`config.mk`:
```
export PLATFORM = sky130hd
export DESIGN_NAME = ifq_param_flat
export DESIGN_NICKNAME = d
export VERILOG_FILES = /design/src/rtl/ifq_param_if.sv /design/src/rtl/ifq_param.sv /design/src/flat_wrapper.sv
export SDC_FILE = /design/constraint.sdc
export NUM_CORES = 1
export LEC_CHECK = 0
export BUFFER_PORTS_ARGS = -buffer_cell sky130_fd_sc_hd__buf_4
export CORE_MARGIN = 3
export CORE_UTILIZATION = 45
export DETAILED_ROUTE_END_ITERATION = 8
export PLACE_DENSITY_LB_ADDON = 0.05
export RECOVER_POWER = 100
export SYNTH_ARGS = -nofsm -noshare
export SYNTH_HDL_FRONTEND = slang
export SYNTH_SLANG_ARGS = --single-unit
```
`constraint.sdc`:
```
create_clock -name clk -period 7.48 [get_ports clk]
set_clock_uncertainty 0.1 [all_clocks]
set_input_delay 1.496 -clock clk [delete_from_list [all_inputs] [get_ports clk]]
set_output_delay 1.496 -clock clk [all_outputs]
set_load 0.1 [all_outputs]
```
`src/rtl/ifq_param_if.sv`:
```
// Bundle between the instruction fetch queue, program memory and dispatch.
// The queue is the master side. The memory and dispatch environment is the slave side.
interface ifq_param_if #(
    parameter int unsigned LINE_WORDS = 4,
    parameter int unsigned DEPTH      = 4
);
    localparam int unsigned AVAIL_W = $clog2(DEPTH * LINE_WORDS + 1);

    logic                    d_valid;
    logic [32*LINE_WORDS-1:0] mem_data;
    logic                    abort;
    logic                    m_rd_en;
    logic [31:0]             mem_addr;
    logic                    jump_branch_valid;
    logic [31:0]             jump_branch_add;
    logic                    d_rd_en;
    logic                    empty;
    logic [31:0]             i_code;
    logic [31:0]             pc_out;
    logic [AVAIL_W-1:0]      words_avail;

    modport master (
        input  d_valid, mem_data, jump_branch_valid, jump_branch_add, d_rd_en,
        output abort, m_rd_en, mem_addr, empty, i_code, pc_out, words_avail
    );

    modport slave (
        output d_valid, mem_data, jump_branch_valid, jump_branch_add, d_rd_en,
        input  abort, m_rd_en, mem_addr, empty, i_code, pc_out, words_avail
    );
endinterface

```
`src/rtl/ifq_param.sv`:
```
// Instruction fetch queue: fetches whole lines from program memory into a circular line buffer.
// It hands out one instruction per cycle with its PC. A redirect can enter partway into a line.
module ifq_param #(
    parameter int unsigned LINE_WORDS = 4,
    parameter int unsigned DEPTH      = 4,
    parameter logic [31:0] RESET_PC   = 32'h0000_0000
) (
    input logic         clk,
    input logic         rst,
    ifq_param_if.master bus
);
    localparam int unsigned OFF_W      = (LINE_WORDS > 1) ? $clog2(LINE_WORDS) : 1;
    localparam int unsigned PTR_W      = $clog2(DEPTH);
    localparam int unsigned CNT_W      = $clog2(DEPTH + 1);
    localparam int unsigned AVAIL_W    = $clog2(DEPTH * LINE_WORDS + 1);
    localparam int unsigned LINE_SHIFT = $clog2(LINE_WORDS) + 2;
    localparam logic [31:0] LINE_MASK  = 32'(4 * LINE_WORDS - 1);
    localparam logic [31:0] LINE_BYTES = 32'(4 * LINE_WORDS);
    localparam logic [31:0] NOP        = 32'h0000_0013;

    typedef enum logic [1:0] {StInit, StFetch, StHold} state_e;

    function automatic logic [31:0] line_base(input logic [31:0] addr);
        return addr & ~LINE_MASK;
    endfunction

    function automatic logic [OFF_W-1:0] word_off(input logic [31:0] addr);
        logic [31:0] w;
        w = (addr & LINE_MASK) >> 2;
        return w[OFF_W-1:0];
    endfunction

    state_e               state_q, state_d;
    logic [31:0]          fetch_pc_q, fetch_pc_d;
    logic [PTR_W-1:0]     head_q, head_d;
    logic [PTR_W-1:0]     tail_q, tail_d;
    logic [OFF_W-1:0]     off_q, off_d;
    logic [CNT_W-1:0]     lines_q, lines_d;
    logic [AVAIL_W-1:0]   avail_q, avail_d;
    logic [32*LINE_WORDS-1:0] line_q [DEPTH];

    logic               is_empty;
    logic               wr;
    logic               rd;
    logic               pop;
    logic [AVAIL_W-1:0] wr_words;
    logic [31:0]        head_word;

    assign is_empty = (avail_q == '0);
    assign wr       = bus.d_valid && (state_q == StFetch) && !bus.jump_branch_valid;
    assign rd       = bus.d_rd_en && !is_empty && !bus.jump_branch_valid;
    assign pop      = rd && (off_q == OFF_W'(LINE_WORDS - 1));
    // An empty queue still holds the entry offset, so a first line only counts words from there.
    assign wr_words = (lines_q == '0) ? AVAIL_W'(LINE_WORDS) - AVAIL_W'(off_q)
                                      : AVAIL_W'(LINE_WORDS);

    always_comb begin
        state_d    = state_q;
        fetch_pc_d = fetch_pc_q;
        head_d     = head_q;
        tail_d     = tail_q;
        off_d      = off_q;
        lines_d    = lines_q;
        avail_d    = avail_q;
        if (bus.jump_branch_valid) begin
            fetch_pc_d = line_base(bus.jump_branch_add);
            off_d      = word_off(bus.jump_branch_add);
            head_d     = '0;
            tail_d     = '0;
            lines_d    = '0;
            avail_d    = '0;
            state_d    = StFetch;
        end else begin
            if (wr) begin
                tail_d     = tail_q + PTR_W'(1);
                fetch_pc_d = fetch_pc_q + LINE_BYTES;
            end
            if (rd) begin
                off_d = pop ? '0 : off_q + OFF_W'(1);
            end
            if (pop) begin
                head_d = head_q + PTR_W'(1);
            end
            lines_d = lines_q + CNT_W'(wr) - CNT_W'(pop);
            avail_d = avail_q + (wr ? wr_words : '0) - AVAIL_W'(rd);
            unique case (state_q)
                StInit:  state_d = StFetch;
                StFetch: if (lines_d == CNT_W'(DEPTH)) state_d = StHold;
                StHold:  if (lines_d < CNT_W'(DEPTH)) state_d = StFetch;
                default: state_d = StInit;
            endcase
        end
    end

    always_ff @(posedge clk) begin
        if (rst) begin
            state_q    <= StInit;
            fetch_pc_q <= line_base(RESET_PC);
            off_q      <= word_off(RESET_PC);
            head_q     <= '0;
            tail_q     <= '0;
            lines_q    <= '0;
            avail_q    <= '0;
        end else begin
            state_q    <= state_d;
            fetch_pc_q <= fetch_pc_d;
            off_q      <= off_d;
            head_q     <= head_d;
            tail_q     <= tail_d;
            lines_q    <= lines_d;
            avail_q    <= avail_d;
        end
    end

    always_ff @(posedge clk) begin
        if (wr && !rst) begin
            line_q[tail_q] <= bus.mem_data;
        end
    end

    assign head_word = line_q[head_q][32 * 32'(off_q) +: 32];

    // Lines are contiguous behind fetch_pc, so the head PC follows from the line count.
    assign bus.pc_out      = fetch_pc_q - (32'(lines_q) << LINE_SHIFT) + (32'(off_q) << 2);
    assign bus.i_code      = is_empty ? NOP : head_word;
    assign bus.empty       = is_empty;
    assign bus.words_avail = avail_q;
    assign bus.m_rd_en     = (state_q == StFetch);
    assign bus.mem_addr    = fetch_pc_q;
    assign bus.abort       = bus.jump_branch_valid && (state_q == StFetch);
endmodule

```
`src/flat_wrapper.sv`:
```
// flat-port wrapper written by rule: the top's interface ports become plain ports
module ifq_param_flat 
#(
    parameter int unsigned LINE_WORDS = 4,
    parameter int unsigned DEPTH      = 4,
    parameter logic [31:0] RESET_PC   = 32'h0000_0000
)
  (clk, rst, bus_d_valid, bus_mem_data, bus_jump_branch_valid, bus_jump_branch_add, bus_d_rd_en, bus_abort, bus_m_rd_en, bus_mem_addr, bus_empty, bus_i_code, bus_pc_out, bus_words_avail);
  ifq_param_if #(.LINE_WORDS(LINE_WORDS), .DEPTH(DEPTH)) bus_i ();
  input logic clk;
  input logic rst;
  input wire logic [$bits(bus_i.d_valid)-1:0] bus_d_valid;
  input wire logic [$bits(bus_i.mem_data)-1:0] bus_mem_data;
  input wire logic [$bits(bus_i.jump_branch_valid)-1:0] bus_jump_branch_valid;
  input wire logic [$bits(bus_i.jump_branch_add)-1:0] bus_jump_branch_add;
  input wire logic [$bits(bus_i.d_rd_en)-1:0] bus_d_rd_en;
  output wire logic [$bits(bus_i.abort)-1:0] bus_abort;
  output wire logic [$bits(bus_i.m_rd_en)-1:0] bus_m_rd_en;
  output wire logic [$bits(bus_i.mem_addr)-1:0] bus_mem_addr;
  output wire logic [$bits(bus_i.empty)-1:0] bus_empty;
  output wire logic [$bits(bus_i.i_code)-1:0] bus_i_code;
  output wire logic [$bits(bus_i.pc_out)-1:0] bus_pc_out;
  output wire logic [$bits(bus_i.words_avail)-1:0] bus_words_avail;
  assign bus_i.d_valid = bus_d_valid;
  assign bus_i.mem_data = bus_mem_data;
  assign bus_i.jump_branch_valid = bus_jump_branch_valid;
  assign bus_i.jump_branch_add = bus_jump_branch_add;
  assign bus_i.d_rd_en = bus_d_rd_en;
  assign bus_abort = bus_i.abort;
  assign bus_m_rd_en = bus_i.m_rd_en;
  assign bus_mem_addr = bus_i.mem_addr;
  assign bus_empty = bus_i.empty;
  assign bus_i_code = bus_i.i_code;
  assign bus_pc_out = bus_i.pc_out;
  assign bus_words_avail = bus_i.words_avail;
  ifq_param #(.LINE_WORDS(LINE_WORDS), .DEPTH(DEPTH), .RESET_PC(RESET_PC)) u_core (.clk(clk), .rst(rst), .bus(bus_i));
endmodule
```
# == Word level (Yosys, flattened, before mapping) ==
# Memories as Yosys holds them, arrays and structs flattened. A register that Yosys moved wholly into a read port is not among the register bits.
# Cells that the tools add are included.
# totals
mem_count,1
ram_bits,512
elab_cells,65
register_bits,48
inputBits,165
# mem_list
name,words,word_bits,rd,rd_ports_with_merged_regs,wr,line_no,source
u_core.line_q,4,128,1,1,1,ifq_param.sv:40,logic [32*LINE_WORDS-1:0] line_q [DEPTH];
# classes
n_reduce_logical,18
addsub,11
shift,1
muxes,16
eq_ne,8
n_lt_le_gt_ge,1
# op_table
cell,count
variable part select 128 x 8 -> 32 bit,1
two-way mux 32 bit,3
adder 32 x 4 -> 32 bit,1
"adder 32 x 5 -> 32 bit, second input constant",1
subtractor 32 x 7 -> 32 bit,1
two-way mux 2 bit,7
two-way mux 5 bit,2
logical AND 1 bit,7
"adder 2 x 1 -> 2 bit, second input constant",3
"!= test 3 x 2 -> 1 bit, second input constant",2
case mux 2 bit (3 select lines),1
adder 5 bit,1
zero test 5 bit,1
subtractor 5 x 1 -> 5 bit,1
"== test 2 bit, second input constant",2
"!= test 2 x 1 -> 1 bit, second input constant",2
AND reduction 2 bit,2
nonzero test 2 bit,2
"subtractor 3 x 2 -> 4 bit, first input constant",1
adder 3 x 1 -> 3 bit,1
"== test 3 bit, second input constant",1
zero test 1 bit,3
zero test 3 bit,1
"less-than comparator 3 bit, second input constant",1
5 further kinds,7

# == Depth between registers and ports, before layout ==
# Gate-level depths: netlist (run 1).
# logic_depth
ltp_word,10
depth_mapped,13
ltp_nobuf,13

# == Worst setup path after synthesis (run 1) ==
# OpenSTA, ideal clock, no wires.
# synth_path
kind,flip-flop to output port
start,register u_core.fetch_pc_q[4] (netlist: u_core.bus.mem_addr[4])
end,output bus_pc_out[21]
slack_ps,1686
path_stages_with_launch,8
required_time_ps,5884
path_buffers,1
arrival_ps,4198
cell_sequence,dfxtp_1 ha_1 o211ai_1 nand3_1 nor4_1 clkbuf_1 nand3b_1 xnor2_1
# synth_between
elab_chain_cells,2
# synth_lines
item,line_no,source
from (decl),ifq_param.sv:34,"logic [31:0] fetch_pc_q, fetch_pc_d;"
from (signal assigned),ifq_param.sv:98,fetch_pc_q <= line_base(RESET_PC);
from (signal assigned),ifq_param.sv:106,fetch_pc_q <= fetch_pc_d;
subtractor 32 x 7 -> 32 bit,ifq_param.sv:124,assign bus.pc_out = fetch_pc_q - (32'(lines_q) << LINE_SHIFT) + (32'(off_q) << 2);
adder 32 x 4 -> 32 bit,ifq_param.sv:124,
to (decl),flat_wrapper.sv:22,output wire logic [$bits(bus_i.pc_out)-1:0] bus_pc_out;
# Every way passes these cells.

# == Worst setup path in the final report (run 1) ==
# layout_path
start,input bus_jump_branch_valid
end,memory u_core.line_q[3][74] (netlist name) (enable)
# layout_between
elab_chain_cells,5
# layout_lines
item,line_no,source
from (decl),flat_wrapper.sv:14,input wire logic [$bits(bus_i.jump_branch_valid)-1:0] bus_jump_branch_valid;
zero test 1 bit,ifq_param.sv:50,assign wr = bus.d_valid && (state_q == StFetch) && !bus.jump_branch_valid;
logical AND 1 bit,ifq_param.sv:50,
logical AND 1 bit,ifq_param.sv:116,if (wr && !rst) begin
two-way mux 1 bit,ifq_param.sv:116,
two-way mux 1 bit (implied by the code),ifq_param.sv:117,line_q[tail_q] <= bus.mem_data;
to (decl),ifq_param.sv:40,
# Every way passes these cells.

==> run metrics, run 1 <==
outcome=finished, violations left; failing checks=capacitance limit, slew limit; slowest cell delay on critical path=1.96 ns; CTS tree=yes; Synth-to-Final Area Change=16.4%; Die Y=230 µm; Worst setup EP type=register; Die Area=0.0531 mm²; cell area after synthesis=0.0227 mm²; Overall Global Routing Usage=18.6%; CORE AREA=0.0494 mm²; post-synth cell types=between 50 and 60; slew margin rel.=-88.3%; fillers=4150; Via Count=11.9k; final hold vios=0; Static Leak=8.64 nW; Cell Chain, Critical Path=clkbuf_1 > or2_0 > nor2_1 > and2_4 > clkbuf_2; Reg clk slew, reported paths=0.06 ns; total of max-cap violations=8; Setup crit start=bus_jump_branch_valid; initial drt markers=735; Initial DRT Pass Iterations=5; Seq/Total Area, Yosys=71.9%; EDFF count, synth=512; gr ovfl total=0; Final ANT Viol Nets=0; worst setup path category=primary input to register; Syn Area/Cell=18.6 µm²; DR vias/cell=5.39; crit path max-delay cell type=clkbuf_1; Peak VDD IR=0.000262 V; Finished Core Util=53.4%; Root Buffer=clkbuf_16; crit path DAT=5.93 ns; first-pass GRT wire length=75600 µm; nets@finish=1669; # IOs=269; Hold/Removal Path Class=register to register; CTS sink cnt=558; critical path launch point type=primary input; CTS buffer count=59; Setup violations, final=0; total wire length=49800 µm; ys flop type=edfxtp_1; power density cells=between 200 and 300 mW/mm²; H-tree levels=2; hold_buf cts=0; # resized after CTS=0; postcts setup bufs=0; number of global-route vias before repair=about 12k; Worst-Skew Late Latency=0.60 ns; Slew Viols, Final=about 340; largest net degree at the start of global routing=129; layout cells sized above 1=19.1%; RSZ-0062 raised after global routing=no; asr flop ratio synth=0%; fmax=between 150 and 200 MHz; worst endpoint required time=7.36 ns; DP HPWL=between 20000 and 30000 µm; die extent in x=230 µm; Min-Delay Startpoint=u_core.head_q[1]$_SDFFE_PP0P_; reg-to-reg startpoint=u_core.state_q[0]$_SDFFE_PP0P_; IO buf count=260; Syn. warnings=0; Post-Route Setup TNS=0 ns; Syn Inst Count=1216; initial antenna violation count=10; crit path max fanout=62; Seq cells post-synth=558; wire per inst=22.7 µm; # rows=81; Remaining DRCs=0; fin crit share=80.8%; routability cong.=0.794; measured slew at the worst slew-check pin=2.82 ns; minimum clock period=6.04 ns; initial core utilization=45.9%; deepest clock path buffer count=3
cell families after synthesis:
kind of cell	synth area share [%]
flops	71.9
mux	15.8
simple gates	4.32
buf+inv	2.05
compound gates	2.55
xor+xnor	2.09
fa+ha+maj	1.23
other cells	0.0166
per-stage QoR:
stage | cell area [µm²] | power, mW | worst slack [ns] | std cells | hold WS (ns)
after detailed placement | 25300 | 5.22 | 2.92 | 2086 | 0.429
final | 26400 | 7.81 | 1.44 | 2199 | 0.441
after floorplan | 22700 | 4.77 | 1.69 | 1221 | 0.385
after global routing | 26400 | 8.09 | 1.05 | 2196 | 0.493
after CTS | 27200 | 8.04 | 2.25 | 2195 | 0.447
after global placement | 25300 | 5.21 | 2.98 | 2086 | 0.419
Yosys cell counts (all sizes together) (2+ instances only):
| library cell | count | area share (%) |
|---|---|---|
| a211oi | 2 | 0.066 |
| a21o | 2 | 0.066 |
| a21oi | 25 | 0.55 |
| and2 | 9 | 0.25 |
| and3 | 5 | 0.14 |
| buf | 29 | 0.71 |
| clkbuf | 43 | 0.71 |
| dfxtp | 46 | 4.1 |
| edfxtp | 512 | 68 |
| fa | 2 | 0.18 |
| ha | 19 | 1.0 |
| inv | 38 | 0.63 |
| mux2i | 70 | 3.1 |
| mux4 | 128 | 13 |
| nand2 | 34 | 0.56 |
| nand2b | 2 | 0.055 |
| nand3 | 17 | 0.38 |
| nand3b | 5 | 0.17 |
| nand4 | 7 | 0.22 |
| nand4b | 3 | 0.12 |
| nor2 | 44 | 0.73 |
| nor2b | 6 | 0.17 |
| nor3 | 18 | 0.40 |
| nor3b | 2 | 0.066 |
| nor4 | 17 | 0.68 |
| o2111ai | 3 | 0.12 |
| o21a | 14 | 0.46 |
| o21ai | 9 | 0.20 |
| o22ai | 34 | 0.94 |
| or2 | 3 | 0.083 |
| or3 | 4 | 0.11 |
| or4 | 2 | 0.083 |
| xnor2 | 35 | 1.4 |
| xor2 | 19 | 0.73 |
power breakdown:
group	leakage [nW]	internal [mW]	total [mW]	switching, mW
Sequential	4.99	3.44	3.48	0.0381
Clock	0.921	1.64	2.80	1.17
Combinational	2.73	0.233	1.53	1.30
Total	8.64	5.31	7.81	2.50
registers in the layout (all words and copies together) (netlist names), named ones only:
name                    flops
u_core.head_q               2
u_core.tail_q               2
u_core.off_q                2
u_core.bus.mem_addr        28
u_core.line_q             512
u_core.state_q              2
u_core.lines_q              3
u_core.bus.words_avail      5
path summary, 6_finish.rpt:
path	to	slack, ns	cells after the start
worst min register to register	u_core.head_q[1]$_SDFFE_PP0P_	0.44	2
worst min-delay path	u_core.head_q[1]$_SDFFE_PP0P_	0.44	2
worst max-delay path	u_core.line_q[3][74]$_DFFE_PP_	1.44	5
worst max register to register	u_core.line_q[3][87]$_DFFE_PP_	3.87	4
worst max-delay path, delay by kind of cell:
| kind | cells | cell delay [ns] |
|---|---|---|
| buffers and inverters | 2 | 2.99 |
| AND/OR/NAND/NOR | 3 | 1.39 |
layer usage:
layer	track usage, %	share of wire [%]
met5	0	0.17
met4	4.13	1.4
met3	4.84	6.5
met2	30.2	48
met1	25.7	44
placed cells by master (no fill, tap or decap), drive strengths merged, types with 6 or more instances in the layout:
master and instances:
and2 9, nand2 34, edfxtp 512, xnor2 35, clkbuf 287, o22ai 34
xor2 19, dfxtp 46, inv 39, clkinv 29, conb 6, ha 19
a21oi 25, o21ai 9, nor2 44, nor3 18, o21a 14, nand3 17
mux4 128, nor2b 6, mux2i 70, nor4 17, nand4 7, buf 57
cell type report:
cell class                      instances  area [µm²]  area share, %
Clock inverter                         38         325           1.23
Tap cell                              664         831           3.15
Antenna cell                            4        10.0         0.0380
Timing Repair Buffer                  273        1290           4.90
Multi-Input combinational cell        553        5930           22.5
Inverter                               38         145          0.550
Sequential cell                       558       16300           61.8
Clock buffer                           71        1540           5.85
Power figures use the tool's default switching activity.
==> run 2, diff against run 1 <==
clock period = 5.8 ns   (was 7.48 ns; I/O delays follow)
==> run metrics, run 2 (synthesis results as in run 1) <==
outcome=finished, violations left; failing checks=capacitance limit, slew limit; slowest cell delay on critical path=1.08 ns (-0.88 ns); crit path max-delay cell type=nand2_1; CTS buffer count=57 (-3.4%); cell mode on critical path=nand2_1; DP HPWL=29600 µm (+2.1%); die extent in x=230 µm (unchanged); Via Count=11.8k (-0.88%); Hold/Removal Path Class=register to register; slew margin rel.=-85.6% (+2.6 points); # rows=81 (unchanged); CTS tree=yes; Root Buffer=clkbuf_16; Slew Viols, Final=93 (-72%); fillers=4154 (+0.096%); Initial DRT Pass Iterations=5 (unchanged); Overall Global Routing Usage=18.8% (+0.17 points); worst setup path category=register to primary output; crit path DAT=3.91 ns (-2.02 ns); layout cells sized above 1=20.0% (+0.89 points); fin crit share=89.1%; initial drt markers=739 (+0.54%); gr ovfl total=0 (unchanged); minimum clock period=between 5 and 6 ns; fmax=193 MHz; postcts setup bufs=0 (unchanged); H-tree levels=2 (unchanged); power density cells=375 mW/mm² (+27%); Power Total=9.84 mW (+26%); DR vias/cell=5.35 (-0.79%); Cell Chain, Critical Path=nor2_1 > nand2_1 > nand2_1 > o22ai_1 > clkbuf_1; total of max-cap violations=2 (-6); commonest non-fill, non-tap cell in the layout=edfxtp_1; Remaining DRCs=0 (unchanged); final hold vios=0 (unchanged); initial antenna violation count=12 (+2); initial core utilization=45.9% (unchanged); measured slew at the worst slew-check pin=2.78 ns (-0.0393 ns); wire per inst=22.6 µm (-0.51%); Largest register FFs=512 (unchanged); Synth-to-Final Area Change=15.9%; deepest clock path buffer count=3 (unchanged); Final ANT Viol Nets=0 (unchanged); hold_buf cts=0 (unchanged); Die Y=230 µm (unchanged); Worst-Skew Late Latency=0.60 ns (about the same); worst endpoint required time=4.54 ns (-2.82 ns); largest net degree at the start of global routing=70 (-46%); number of global-route vias before repair=12.4k (+1.5%); critical path launch point type=register; Post-Route Setup TNS=0 ns (unchanged); routability cong.=0.774 (-2.5%); CTS sink cnt=558 (unchanged); Reg clk slew, reported paths=0.06 ns (about the same); Die Area=0.0531 mm² (unchanged); # resized after CTS=0 (unchanged); first-pass GRT wire length=75800 µm (+0.32%); total wire length=49500 µm (-0.60%); IO buf count=260 (unchanged); RSZ-0062 raised after global routing=no; Worst setup EP type=primary output; Peak VDD IR=0.000297 V (+13%); Static Leak=8.64 nW (about the same); nets@finish=1672 (+0.18%); crit path max fanout=29 (-53%); Setup violations, final=0 (unchanged); CORE AREA=0.0494 mm² (unchanged); commonest cells after routing, fill and taps aside=edfxtp_1, clkbuf_1, mux4_2; Top reg by flops=u_core.line_q; # IOs=269 (unchanged)
==> run 2: routing by layer <==
layer	vias to the layer above	routed length [µm]	GRT usage (%)
li1	5406	-	-
met1	5983	21700	25.5
met2	270	24100	31.0
met3	81	2820	4.44
met4	12	816	4.73
met5	-	84	0
==> run 2: where the power goes <==
group / internal, mW / total, mW / switching (mW)
clock: 1.92 / 3.36 / 1.44
combinational: 0.323 / 2.00 / 1.68
sequential: 4.43 / 4.48 / 0.0495
==> run 2: worst max-delay path, delay by kind of cell (launching register included) <==
kind                   cells  cell delay [ns]
flip-flops                 1             0.39
buffers and inverters      1             0.90
AND/OR/NAND/NOR            3             1.44
AO/OA/AOI/OAI              1             0.55
==> run 2: final timing paths <==
path                                    end                                  from  depth (start not counted)  slack [ns]
max                          bus_i_code[11]  u_core.bus.words_avail[3]$_SDFF_PP0_                          5        0.63
min           u_core.head_q[0]$_SDFFE_PP0P_         u_core.head_q[0]$_SDFFE_PP0P_                          2        0.45
max reg2reg  u_core.line_q[2][55]$_DFFE_PP_        u_core.state_q[0]$_SDFFE_PP0P_                          5        2.36
min reg2reg   u_core.head_q[0]$_SDFFE_PP0P_         u_core.head_q[0]$_SDFFE_PP0P_                          2        0.45
==> run 2: final cells by class <==
type | instances | area (µm²) | share of cell area (%)
sequential | 558 | 16300 | 62.1
antenna | 5 | 12.5 | 0.0477
clock inverter | 22 | 163 | 0.620
tap | 664 | 831 | 3.17
clock buffer | 79 | 1530 | 5.83
timing repair buffer | 278 | 1340 | 5.09
multi-input combinational | 553 | 5930 | 22.6
inverter | 38 | 145 | 0.553
==> run 2: metrics by stage <==
step	instances	cell area (µm²)	util (%)	setup WS, ns	hold slack, ns
floorplan	1221	22700	-	0.342	0.385
global placement	2091	25400	51.4	1.61	0.426
detailed placement	2091	25400	51.4	1.52	0.434
CTS	2192	27100	54.9	0.855	0.459
global route	2195	26200	53.2	0.404	0.506
finish	2197	26200	53.2	0.632	0.450
